### src/rtl/serial_slave_pkg.sv
// Shared types and elaboration helpers for the bit-serial slave port.
package serial_slave_pkg;

  typedef enum logic [2:0] {
    ST_IDLE,
    ST_HDR,
    ST_WDATA,
    ST_WRITE,
    ST_RD_REQ,
    ST_RD_CAP,
    ST_SPLIT,
    ST_TX
  } state_t;

  // The header carries one address bit per cycle.
  function automatic int hdr_len(input int addr_w);
    return addr_w;
  endfunction

  // The burst field must fit inside the header window.
  function automatic bit burst_fits(input int addr_w, input int burst_w);
    return (burst_w + 1) <= addr_w;
  endfunction

endpackage

### src/rtl/serial_shifter_p.sv
// LSB-first shift register with a bit counter; shifts are ignored once full
// unless i_clear restarts the count in the same cycle.
module serial_shifter_p #(
  parameter int W = 8
) (
  input  logic         clk,
  input  logic         reset,
  input  logic         i_clear,
  input  logic         i_load,
  input  logic [W-1:0] i_load_data,
  input  logic         i_shift,
  input  logic         i_bit,
  output logic [W-1:0] o_data,
  output logic [W-1:0] o_data_next,
  output logic         o_bit,
  output logic         o_last
);

  localparam int CW = $clog2(W + 1);

  logic [W-1:0]  r_data;
  logic [CW-1:0] r_cnt;
  logic [CW-1:0] w_cnt_base;
  logic          w_shift_ok;
  logic [W:0]    w_cat;

  assign w_cnt_base  = i_clear ? '0 : r_cnt;
  assign w_shift_ok  = i_shift && (w_cnt_base != CW'(W));
  assign w_cat       = {i_bit, r_data};
  assign o_data_next = w_shift_ok ? w_cat[W:1] : r_data;
  assign o_last      = w_shift_ok && (w_cnt_base == CW'(W - 1));
  assign o_data      = r_data;
  assign o_bit       = r_data[0];

  always_ff @(posedge clk) begin
    if (reset) begin
      r_data <= '0;
      r_cnt  <= '0;
    end else if (i_load) begin
      r_data <= i_load_data;
      r_cnt  <= '0;
    end else begin
      r_data <= o_data_next;
      r_cnt  <= w_shift_ok ? w_cnt_base + CW'(1) : w_cnt_base;
    end
  end

endmodule

### src/rtl/serial_slave_port_p.sv
// Bit-serial bus slave port: deserialises header and write beats, strobes one
// memory, serialises read beats back, and splits for slow slaves and bursts.
module serial_slave_port_p
  import serial_slave_pkg::*;
#(
  parameter int ADDR_W       = 12,
  parameter int DATA_W       = 8,
  parameter int BURST_W      = 8,
  parameter int DELAY_W      = 6,
  parameter int SPLIT_THRESH = 5,
  parameter int SPLIT_BEATS  = 8
) (
  input  logic               clk,
  input  logic               reset,
  input  logic [DELAY_W-1:0] slave_delay,
  input  logic               read_enable,
  input  logic               write_enable,
  input  logic               m_valid,
  input  logic               m_ready,
  input  logic               rx_address,
  input  logic               rx_burst,
  input  logic               rx_data,
  output logic               s_ready,
  output logic               s_valid,
  output logic               tx_data,
  output logic               split_enable,
  output logic [ADDR_W-1:0]  mem_addr,
  output logic [DATA_W-1:0]  mem_wdata,
  output logic               mem_wr,
  output logic               mem_rd,
  input  logic [DATA_W-1:0]  mem_rdata
);

  localparam int HDR_LEN = hdr_len(ADDR_W);
  localparam int BW1     = BURST_W + 1;
  localparam logic [BW1-1:0]     SPLIT_C  = BW1'(SPLIT_BEATS);
  localparam logic [DELAY_W-1:0] THRESH_C = DELAY_W'(SPLIT_THRESH);

  generate
    if (!burst_fits(ADDR_W, BURST_W)) begin : g_bad_params
      $error("serial_slave_port_p: BURST_W+1 must not exceed ADDR_W");
    end
  endgenerate

  state_t               r_state, w_state_next;
  logic                 r_is_read;
  logic [ADDR_W-1:0]    r_addr;
  logic [BW1-1:0]       r_beat_cnt;
  logic [DELAY_W-1:0]   r_split_cnt;

  logic w_run, w_start, w_hdr_shift, w_wd_shift, w_tx_shift;
  logic w_addr_last, w_data_last, w_tx_last, w_tx_bit;
  logic [HDR_LEN-1:0] w_addr_data, w_addr_next;
  logic [BW1-1:0]     w_burst, w_burst_next, w_beats, w_beat_inc;
  logic [DATA_W-1:0]  w_wdata, w_data_next, w_tx_word, w_tx_next;
  logic w_addr_bit, w_burst_bit, w_burst_last, w_data_bit;
  logic w_last_beat, w_wr_boundary, w_cap_boundary, w_split_done;
  logic [DELAY_W-1:0] w_split_len;
  logic w_unused_bits;

  assign w_run       = ~reset;
  assign w_start     = (r_state == ST_IDLE) && m_valid && (read_enable ^ write_enable);
  assign w_hdr_shift = w_start || ((r_state == ST_HDR) && m_valid);
  assign w_wd_shift  = (r_state == ST_WDATA) && m_valid;
  assign w_tx_shift  = (r_state == ST_TX) && m_ready;

  serial_shifter_p #(.W(HDR_LEN)) u_rx_addr (
    .clk(clk), .reset(reset), .i_clear(w_start), .i_load(1'b0), .i_load_data('0),
    .i_shift(w_hdr_shift), .i_bit(rx_address), .o_data(w_addr_data),
    .o_data_next(w_addr_next), .o_bit(w_addr_bit), .o_last(w_addr_last)
  );

  // Only the first BURST_W+1 header bits are kept; the shifter saturates after that.
  serial_shifter_p #(.W(BW1)) u_rx_burst (
    .clk(clk), .reset(reset), .i_clear(w_start), .i_load(1'b0), .i_load_data('0),
    .i_shift(w_hdr_shift), .i_bit(rx_burst), .o_data(w_burst),
    .o_data_next(w_burst_next), .o_bit(w_burst_bit), .o_last(w_burst_last)
  );

  serial_shifter_p #(.W(DATA_W)) u_rx_data (
    .clk(clk), .reset(reset), .i_clear(w_start || (r_state == ST_WRITE)), .i_load(1'b0),
    .i_load_data('0), .i_shift(w_wd_shift), .i_bit(rx_data), .o_data(w_wdata),
    .o_data_next(w_data_next), .o_bit(w_data_bit), .o_last(w_data_last)
  );

  serial_shifter_p #(.W(DATA_W)) u_tx_data (
    .clk(clk), .reset(reset), .i_clear(1'b0), .i_load(r_state == ST_RD_CAP),
    .i_load_data(mem_rdata), .i_shift(w_tx_shift), .i_bit(1'b0), .o_data(w_tx_word),
    .o_data_next(w_tx_next), .o_bit(w_tx_bit), .o_last(w_tx_last)
  );

  assign w_unused_bits = ^{w_addr_data, w_addr_bit, w_burst_next, w_burst_bit, w_burst_last,
                           w_data_next, w_data_bit, w_tx_word, w_tx_next};

  assign w_beats        = w_burst[0] ? (BW1'(w_burst[BW1-1:1]) + BW1'(1)) : BW1'(1);
  assign w_beat_inc     = r_beat_cnt + BW1'(1);
  assign w_last_beat    = (w_beat_inc == w_beats);
  assign w_wr_boundary  = ((w_beat_inc % SPLIT_C) == '0);
  assign w_cap_boundary = (r_beat_cnt != '0) && ((r_beat_cnt % SPLIT_C) == '0);
  assign w_split_len    = (slave_delay == '0) ? DELAY_W'(1) : slave_delay;
  assign w_split_done   = (r_split_cnt == w_split_len - DELAY_W'(1));

  always_comb begin
    w_state_next = r_state;
    s_ready      = 1'b0;
    s_valid      = 1'b0;
    tx_data      = 1'b0;
    split_enable = 1'b0;
    mem_wr       = 1'b0;
    mem_rd       = 1'b0;
    case (r_state)
      ST_IDLE: begin
        s_ready = w_run;
        if (w_start) w_state_next = ST_HDR;
      end
      ST_HDR: begin
        s_ready = w_run;
        if (w_addr_last) w_state_next = r_is_read ? ST_RD_REQ : ST_WDATA;
      end
      ST_WDATA: begin
        s_ready = w_run;
        if (w_data_last) w_state_next = ST_WRITE;
      end
      ST_WRITE: begin
        mem_wr = w_run;
        if (w_last_beat)        w_state_next = ST_IDLE;
        else if (w_wr_boundary) w_state_next = ST_SPLIT;
        else                    w_state_next = ST_WDATA;
      end
      ST_RD_REQ: begin
        mem_rd       = w_run;
        w_state_next = ST_RD_CAP;
      end
      ST_RD_CAP: begin
        if ((r_beat_cnt == '0) && (slave_delay >= THRESH_C)) w_state_next = ST_SPLIT;
        else if (w_cap_boundary)                              w_state_next = ST_SPLIT;
        else                                                  w_state_next = ST_TX;
      end
      ST_SPLIT: begin
        split_enable = w_run;
        if (w_split_done) w_state_next = r_is_read ? ST_TX : ST_WDATA;
      end
      ST_TX: begin
        s_valid = w_run;
        tx_data = w_run & w_tx_bit;
        if (w_tx_last) w_state_next = w_last_beat ? ST_IDLE : ST_RD_REQ;
      end
      default: w_state_next = ST_IDLE;
    endcase
  end

  assign mem_addr  = r_addr  & {ADDR_W{w_run}};
  assign mem_wdata = w_wdata & {DATA_W{w_run}};

  always_ff @(posedge clk) begin
    if (reset) begin
      r_state     <= ST_IDLE;
      r_is_read   <= 1'b0;
      r_addr      <= '0;
      r_beat_cnt  <= '0;
      r_split_cnt <= '0;
    end else begin
      r_state <= w_state_next;
      if (w_start) begin
        r_is_read  <= read_enable;
        r_beat_cnt <= '0;
      end
      // The address shifter's next value already includes this cycle's last header bit.
      if ((r_state == ST_HDR) && w_addr_last) r_addr <= w_addr_next[ADDR_W-1:0];
      if ((r_state == ST_WRITE) || w_tx_last) begin
        r_addr     <= r_addr + ADDR_W'(1);
        r_beat_cnt <= w_beat_inc;
      end
      r_split_cnt <= ((r_state == ST_SPLIT) && !w_split_done) ? r_split_cnt + DELAY_W'(1) : '0;
    end
  end

endmodule

### config.mk
export PLATFORM = sky130hd
export DESIGN_NAME = serial_slave_port_p
export DESIGN_NICKNAME = d
export VERILOG_FILES = /design/src/rtl/serial_slave_pkg.sv /design/src/rtl/serial_shifter_p.sv /design/src/rtl/serial_slave_port_p.sv
export SDC_FILE = /design/constraint.sdc
export NUM_CORES = 1
export LEC_CHECK = 0
export CAP_MARGIN = 20
export CORE_AREA = 2 2 96 116
export CTS_CLUSTER_DIAMETER = 30
export DETAILED_ROUTE_END_ITERATION = 8
export DIE_AREA = 0 0 98 118
export PLACE_DENSITY = 0.77
export SETUP_SLACK_MARGIN = 0.5
export SYNTH_ARGS = -nofsm -noshare
export SYNTH_HDL_FRONTEND = slang
export SYNTH_HIERARCHICAL = 1
export SYNTH_SLANG_ARGS = --single-unit
### constraint.sdc
create_clock -name clk -period 8.2 [get_ports clk]
set_clock_uncertainty 0.15 [all_clocks]
set_input_delay 1.64 -clock clk [delete_from_list [all_inputs] [get_ports clk]]
set_output_delay 1.64 -clock clk [all_outputs]
set_load 0.01 [all_outputs]
[After elaboration in Yosys (flattened, before gate mapping)]
Index checks and enable logic that the tools add are counted.
Storage, ports and cells
  logic and storage cells: 117
  input port bits: 23
  register bits: 84
  output and inout bits: 26
Cells by class
  equal/unequal tests: 21
  bitwise gates (word level): 6
  $add $sub $neg: 9
  reduce and logical (&&, ||, !) cells: 33
  magnitude comparators: 1
  mux-type cells: 34
Operator list (number)
  $mux 12: 3
  $mux 3: 10
  $logic_not 9->1: 3
  $mux 9: 3
  $mux 4: 6
  $pmux 3 s8: 1
  $add 4x1->4 const B: 4
  $logic_and 1x1->1: 16
  $mux 8: 2
  $ne 4x4->1 const B: 4
  $add 12x1->12 const B: 1
  $and 12x12->12: 1
  $eq 3x3->1 const B: 4
  $add 8x1->9 const B: 1
  $add 9x1->9 const B: 1
  $eq 9x9->1: 1
  $reduce_bool 9->1: 1
  $and 8x8->8: 1
  $eq 4x3->1 const B: 2
  $mux 1: 8
  $add 6x1->6 const B: 1
  $eq 3x2->1 const B: 2
  $eq 6x6->1: 1
  $ge 6x3->1 const B: 1
  other kinds (17): 26

[Longest topological paths before layout]
Gate-level depths: netlist of the first run.
  depth after elaboration: 10
  gate-level depth with buffers: 12
  mapped depth without buffers: 12

[Modules after synthesis]
The synthesis of the first run kept the hierarchy.
By module, submodules not included
  serial_slave_port_p: instances 1, area an instance 2608.8 um^2, seq. area each 620.6 um^2, cells an instance 370
  serial_shifter_p at u_rx_data ...: instances 2, area an instance 755.7 um^2, seq. area each 240.2 um^2, cells an instance 85
  serial_shifter_p at u_rx_addr: instances 1, area an instance 919.6 um^2, seq. area each 320.3 um^2, cells an instance 99
  serial_shifter_p at u_rx_burst: instances 1, area an instance 802.0 um^2, seq. area each 260.2 um^2, cells an instance 105

[Least setup slack after synthesis of the first run]
Ideal clock, no wire load.
  kind: in2reg
  from: input port write_enable
  to: register r_state[1]
  data arrival time: 4.364 ns
  cell stages on the path: 11
  required time: 7.959 ns
  slack: 3.595 ns
  buffers on the path: 1
  library setup time: 0.091 ns
  path through: xnor2_1 > or4_1 > o21ai_0 > clkbuf_1 > nand2_1 > nor4b_1 > a221oi_1 > o21bai_1 > a31oi_1 > a41o_1 > a311oi_1
Between the ends
  elaborated cells between the ends (all ways): 18
  classes of those cells: 7 x eq/ne; 2 x mux; 1 x bitwise; 8 x reduce/logical
RTL lines
  start, declared: line serial_slave_port_p.sv:17  | input logic write_enable,
  $xor 1x1->1: line serial_slave_port_p.sv:62  | assign w_start = (r_state == ST_IDLE) && m_valid && (read_enable ^ write_enable);
  $logic_and 1x1->1: line serial_slave_port_p.sv:62
  $logic_or 1x1->1: line serial_slave_port_p.sv:63  | assign w_hdr_shift = w_start || ((r_state == ST_HDR) && m_valid);
  via w_hdr_shift: line serial_slave_port_p.sv:51  | logic w_run, w_start, w_hdr_shift, w_wd_shift, w_tx_shift;
  $logic_and 1x1->1: line serial_shifter_p.sv:28  | assign w_shift_ok = i_shift && (w_cnt_base != CW'(W));
  $logic_and 1x1->1: line serial_shifter_p.sv:31  | assign o_last = w_shift_ok && (w_cnt_base == CW'(W - 1));
  via w_addr_last: line serial_slave_port_p.sv:52  | logic w_addr_last, w_data_last, w_tx_last, w_tx_bit;
  $ne 2x2->1 (no line)
  $reduce_and 5->1 (no line)
  end signal, assigned: line serial_slave_port_p.sv:163  | r_state <= w_state_next;
  end, declared: line serial_slave_port_p.sv:45  | state_t r_state, w_state_next;
The timed path passes the listed nets, and every way through them passes these cells.
A chain may end at the register's enable or synchronous reset.

[Worst setup path after layout of the first run]
  from: input port reset
  to: output port mem_wdata[7]
Between the ends
  word-level cells in the longest chain between the ends: 2
Ends and longest elaborated chain
  start, declared: line serial_slave_port_p.sv:14  | input logic reset,
  $not 1->1: line serial_slave_port_p.sv:61  | assign w_run = ~reset;
  $and 8x8->8: line serial_slave_port_p.sv:153  | assign mem_wdata = w_wdata & {DATA_W{w_run}};
  end, declared: line serial_slave_port_p.sv:28  | output logic [DATA_W-1:0] mem_wdata,
Every way passes these cells.

==> metrics, run 1 <==
Clock Latency Late Sink=0.34 ns; Final Cell Area=6410 um2; Final Non-Filler Cells=896; Cell Pwr Density=185 nW/um2; vias per cell=5.93; clock-pin slew on the worst setup and hold paths=0.06 ns; Remaining DRCs=0; CTS sink count=84; startpoint types=input port; Placed Cells=slightly below 900; Nets=796; number of global-route vias before repair=between 5000 and 6000; site row count=just over 40; Hold Crit Class=reg -> reg; Hold Crit Depth=2; Post-DRT Antenna Nets=0; CP Data Arrival Time=3.46 ns; initial DRC count=252; number of setup buffers added after CTS=0; CTS tree=built; Critical Path RT=6.41 ns; starting density of the core=53.2%; layout cell share with drive strength beyond 1=approximately 7.3%; Slew headroom=35.5%; period utilization=a little under two thirds; syn_area_per_cell=just under 8 um2; cts repair resizes=0; Max stage delay on crit path=0.62 ns; Pre-antenna DRT Iters=5; IO Port Bufs=48; area of the multi-input gates=3620 um2; Antenna Cells=0; largest net degree at the start of global routing=62; Max FO, Critical Path=between 60 and 70; Storage cell area=between 1500 and 2000 um2; R2R depth=11; worst vdd ir=around 0.00014 V; Die Ht=118 um; Worst-Margin Slew=0.964 ns; max_cap viols=0; area delta synth->final=15.7%; TritonCTS buffer count=9; cts hold-fix bufs=0; ordered list of cells on the worst path=buf_2 -> buf_4 -> nor2b_1 -> clkdlybuf4s50_1; Syn. warnings=6; Slew Limit Fails=0; Global Route Usage Sum=23.3%; clk buf depth=2; hpwl dp=approximately 9400 um; Synth Cell Area=5540 um2; vias=5316; H-tree Lvls=3; width of the die=slightly below 100 um; Post-Syn Instances=704; CORE AREA=between 10000 and 15000 um2; DIE AREA=11600 um2; RSZ-0062 raised after global routing=no; placed cell areas=6120 um2; fin crit period=5.25 ns; crit path max-delay cell type=buf_4; IO Pins=49; setup tns final=0 ns; status=finished, final reports clean; Leakage=2.30 nW; maximum clock rate=0.191 GHz; initial antenna violation count=0; Fin. Hold Viols=0; final WL=13500 um; CP Class=in -> out; placer congestion estimate=0.830; total gr overflow=0; Setup-failing EPs final=0; clock root cell=clkbuf_16; first-pass GRT wire length=22900 um; fill count=929; Critical Path End Type=output pin; DR WL/cell=15.1 um
[registers in the layout, indices dropped and copies added, names as in the netlist]
register,flops
u_rx_addr/o_data,12
u_rx_data/r_cnt,4
u_tx_data/o_data,8
r_beat_cnt,9
r_is_read,1
u_rx_burst/r_cnt,4
r_state,3
u_rx_data/o_data,8
u_tx_data/r_cnt,4
u_rx_burst/o_data,9
r_split_cnt,6
u_rx_addr/r_cnt,4
r_addr,12
[report_power, final]
part | leakage [nW] | total, mW | switching [mW] | internal [mW]
registers | 0.685 | 0.496 | 0.0531 | 0.443
logic | 1.48 | 0.318 | 0.177 | 0.142
clock network | 0.129 | 0.373 | 0.161 | 0.213
total | 2.30 | 1.19 | 0.390 | 0.797
[path summary, 6_finish.rpt]
path	startpoint	end	slack, ns
worst max-delay path	reset	mem_wdata[7]	2.95
worst min-delay path	u_tx_data/r_cnt[1]	u_tx_data/r_cnt[1]	0.35
worst max register to register	r_state[2]	r_addr[9]	4.44
worst min register to register	u_tx_data/r_cnt[1]	u_tx_data/r_cnt[1]	0.35
[metrics by stage]
stage / power (mW) / util, % / setup slack, ns / hold WS, ns
after floorplan: 0.740 / - / 3.59 / 0.310
after CTS: 1.19 / 61.3 / 2.94 / 0.353
final: 1.19 / 61.6 / 2.95 / 0.351
after global placement: 0.800 / 58.7 / 3.00 / 0.327
after global routing: 1.25 / 61.6 / 2.84 / 0.381
after detailed placement: 0.813 / 58.7 / 2.93 / 0.349
[worst max-delay path: cells and delay by family]
family / cells / cell delay, ns
buffers and inverters: 3 / 1.66
AND/OR/NAND/NOR: 1 / 0.11
[area by class of cell]
| type | instances | area share [%] |
|---|---|---|
| multi-input combinational | 571 | 56.4 |
| clock inverter | 4 | 0.390 |
| sequential | 84 | 26.2 |
| timing repair buffer | 52 | 8.00 |
| clock buffer | 12 | 3.84 |
| tap | 129 | 2.52 |
| inverter | 44 | 2.58 |
[layout by cell type, fill, tap and decap left out, types with 11 or more instances in the layout]
cell             instances
dfxtp_1                 84
a31oi_1                 17
xor2_1                  12
nand4_1                 11
nand2_1                 41
ha_1                    11
nand2b_1                12
inv_1                   43
nor3_1                  56
nand3_1                 18
nor2_1                  56
nor2b_1                 40
o221a_1                 16
conb_1                  46
o21a_1                  12
a221oi_1                11
a21oi_1                 27
clkdlybuf4s50_1         47
o21ai_0                 30
[metal layers]
metal	global-route usage, %	vias to the layer above	share of wire (%)
met1	28.4	2545	44
met5	0	-	0
met4	8.16	0	1.6
met3	5.34	21	3.5
li1	-	2640	-
met2	39.9	110	51
Note: power is estimated with default switching activity, not from simulation.
==> run 2: changes to the inputs <==
==> constraint.sdc (replaced) <==
create_clock -name clk -period 5.49 [get_ports clk]
set_clock_uncertainty 0.15 [all_clocks]
set_input_delay 1.098 -clock clk [delete_from_list [all_inputs] [get_ports clk]]
set_output_delay 1.098 -clock clk [all_outputs]
set_load 0.01 [all_outputs]
==> run 2 against run 1 <==
Cell count up 0.11%. Wire length up 2.9%. Core utilization up 0.53 points. Cell area up 0.86%. Die area unchanged. Register-to-register slack worse by 2.8 ns. Worst hold slack better by 0.0088 ns. Critical path type is now in -> reg. Largest cell class unchanged.
==> metrics, run 2 (synthesized netlist as in run 1, its figures left out) <==
Setup-failing EPs final=0; Post-DRT Antenna Nets=0; CTS sink count=84; Remaining DRCs=0; initial DRC count=291; Fin. Hold Viols=0; H-tree Lvls=3; Clock Latency Late Sink=0.35 ns; Final Power=1.87 mW; status=finished, final reports clean; area delta synth->final=16.7%; first-pass GRT wire length=23700 um; leading cell type in the layout, fill and taps excluded=dfxtp_1; Internal=between 1 and 1.5 mW; clock-pin slew on the worst setup and hold paths=0.06 ns; total gr overflow=0; CP Class=in -> reg; IO Pins=49; Crit path buffers/inverters=2; Slew Limit Fails=0; starting density of the core=53.2%; DR WL/cell=around 15 um; largest net degree at the start of global routing=about 80; CP Data Arrival Time=4.56 ns; Critical Path End Type=flip-flop; width of the die=98 um; vias per cell=6.04; met1 GRT Util=29.3%; Max FO, Critical Path=14; sequential power share=just under 40%; maximum clock rate=0.225 GHz; startpoint types=input port; busiest grt layer=met2; initial antenna violation count=1; Critical Path RT=about 5.6 ns; Hold Crit Class=reg -> reg; vias=roughly 5400; TritonCTS buffer count=9; hpwl dp=between 9000 and 10000 um; site row count=a little over 40; Global Route Usage Sum=roughly a quarter; setup tns final=0 ns; max_cap viols=0; Sw Pwr=0.588 mW; placer congestion estimate=0.855; worst vdd ir=0.000215 V; CP delay by family, top=simple AND/OR/NAND/NOR gates; most frequent cells in the layout=dfxtp_1, nor2_1, nor3_1; fin crit period=4.44 ns; number of setup buffers added after CTS=0; period utilization=80.9%; RSZ-0062 raised after global routing=no; cts hold-fix bufs=0; sw frac=31.4%; CORE AREA=10400 um2; Nets=797; Pre-antenna DRT Iters=5; cts repair resizes=0; clock power share=34.9%; Leakage=2.33 nW; layout cell share with drive strength beyond 1=7.43%; Comb pwr share=25.6%; ordered list of cells on the worst path=clkdlybuf4s50_1 -> xnor2_1 -> or4_1 -> inv_1 -> and2b_1 -> ha_1 -> nand2_1 -> nor4b_1 -> nand3b_1 -> nor2_1 -> a22oi_1 -> a21oi_1; final WL=13900 um; met3 usage=2.97%; crit path max-delay cell type=nor4b_1; DIE AREA=about 12000 um2; number of global-route vias before repair=5166; Cell Pwr Density=a little under 300 nW/um2; Die Ht=118 um; Max stage delay on crit path=0.58 ns; Worst-Margin Slew=between 0.8 and 0.9 ns; Slew headroom=45.4%; clk buf depth=2; routing usage on met2=41.7%; clock root cell=clkbuf_16; IO Port Bufs=48; CTS tree=built
run 2: worst paths after layout:
path	from	to	slack (ns)	cells past startpoint
max	read_enable	r_addr[7]	1.05	12
min	r_split_cnt[0]	r_split_cnt[0]	0.36	1
max reg2reg	r_state[2]	r_addr[7]	1.62	11
min reg2reg	r_split_cnt[0]	r_split_cnt[0]	0.36	1
run 2: power groups by stage:
stage	clock network, mW	registers, mW	logic [mW]
floorplan	0	0.711	0.394
global placement	0	0.746	0.451
CTS	0.661	0.737	0.466
finish	0.653	0.740	0.478
global route	0.686	0.748	0.528
detailed placement	0	0.750	0.463
run 2: worst register-to-register path, delay by kind of cell (launching register included):
family / cells / cell delay, ns
AOI/OAI and AO/OA: 2 / 0.39
adders and majority gates: 1 / 0.16
buffers and inverters: 1 / 0.21
DFF: 1 / 0.64
and+or+nand+nor: 7 / 2.24
run 2: routing by layer:
metal | share of wire (%) | wire length, um | up-vias
li1 | - | - | 2637
met1 | 43 | 5960 | 2597
met2 | 51 | 7040 | 162
met3 | 4.3 | 601 | 25
met4 | 2.1 | 293 | 0
met5 | 0 | 0 | -
run 2: area by class of cell:
type                    count  area (um2)
fillers                   923        3950
multi-input cells         571        3620
flip-flops and latches     84        1680
repair buffers             53         520
clock buffers              11         243
inverters                  44         165
well taps                 129         161
clock inverters             4        73.8
diodes                      1        2.50
run 2: metrics by stage:
stage               cells  utilization (%)  instance area [um2]  setup WS, ns  hold slack [ns]
CTS                   894             61.9                 6440          1.13            0.358
floorplan             749                -                 5710          1.43            0.310
global placement      879             58.8                 6120         0.939            0.330
finish                897             62.1                 6470          1.05            0.360
global route          897             62.1                 6470         0.716            0.383
detailed placement    879             58.8                 6120         0.803            0.348
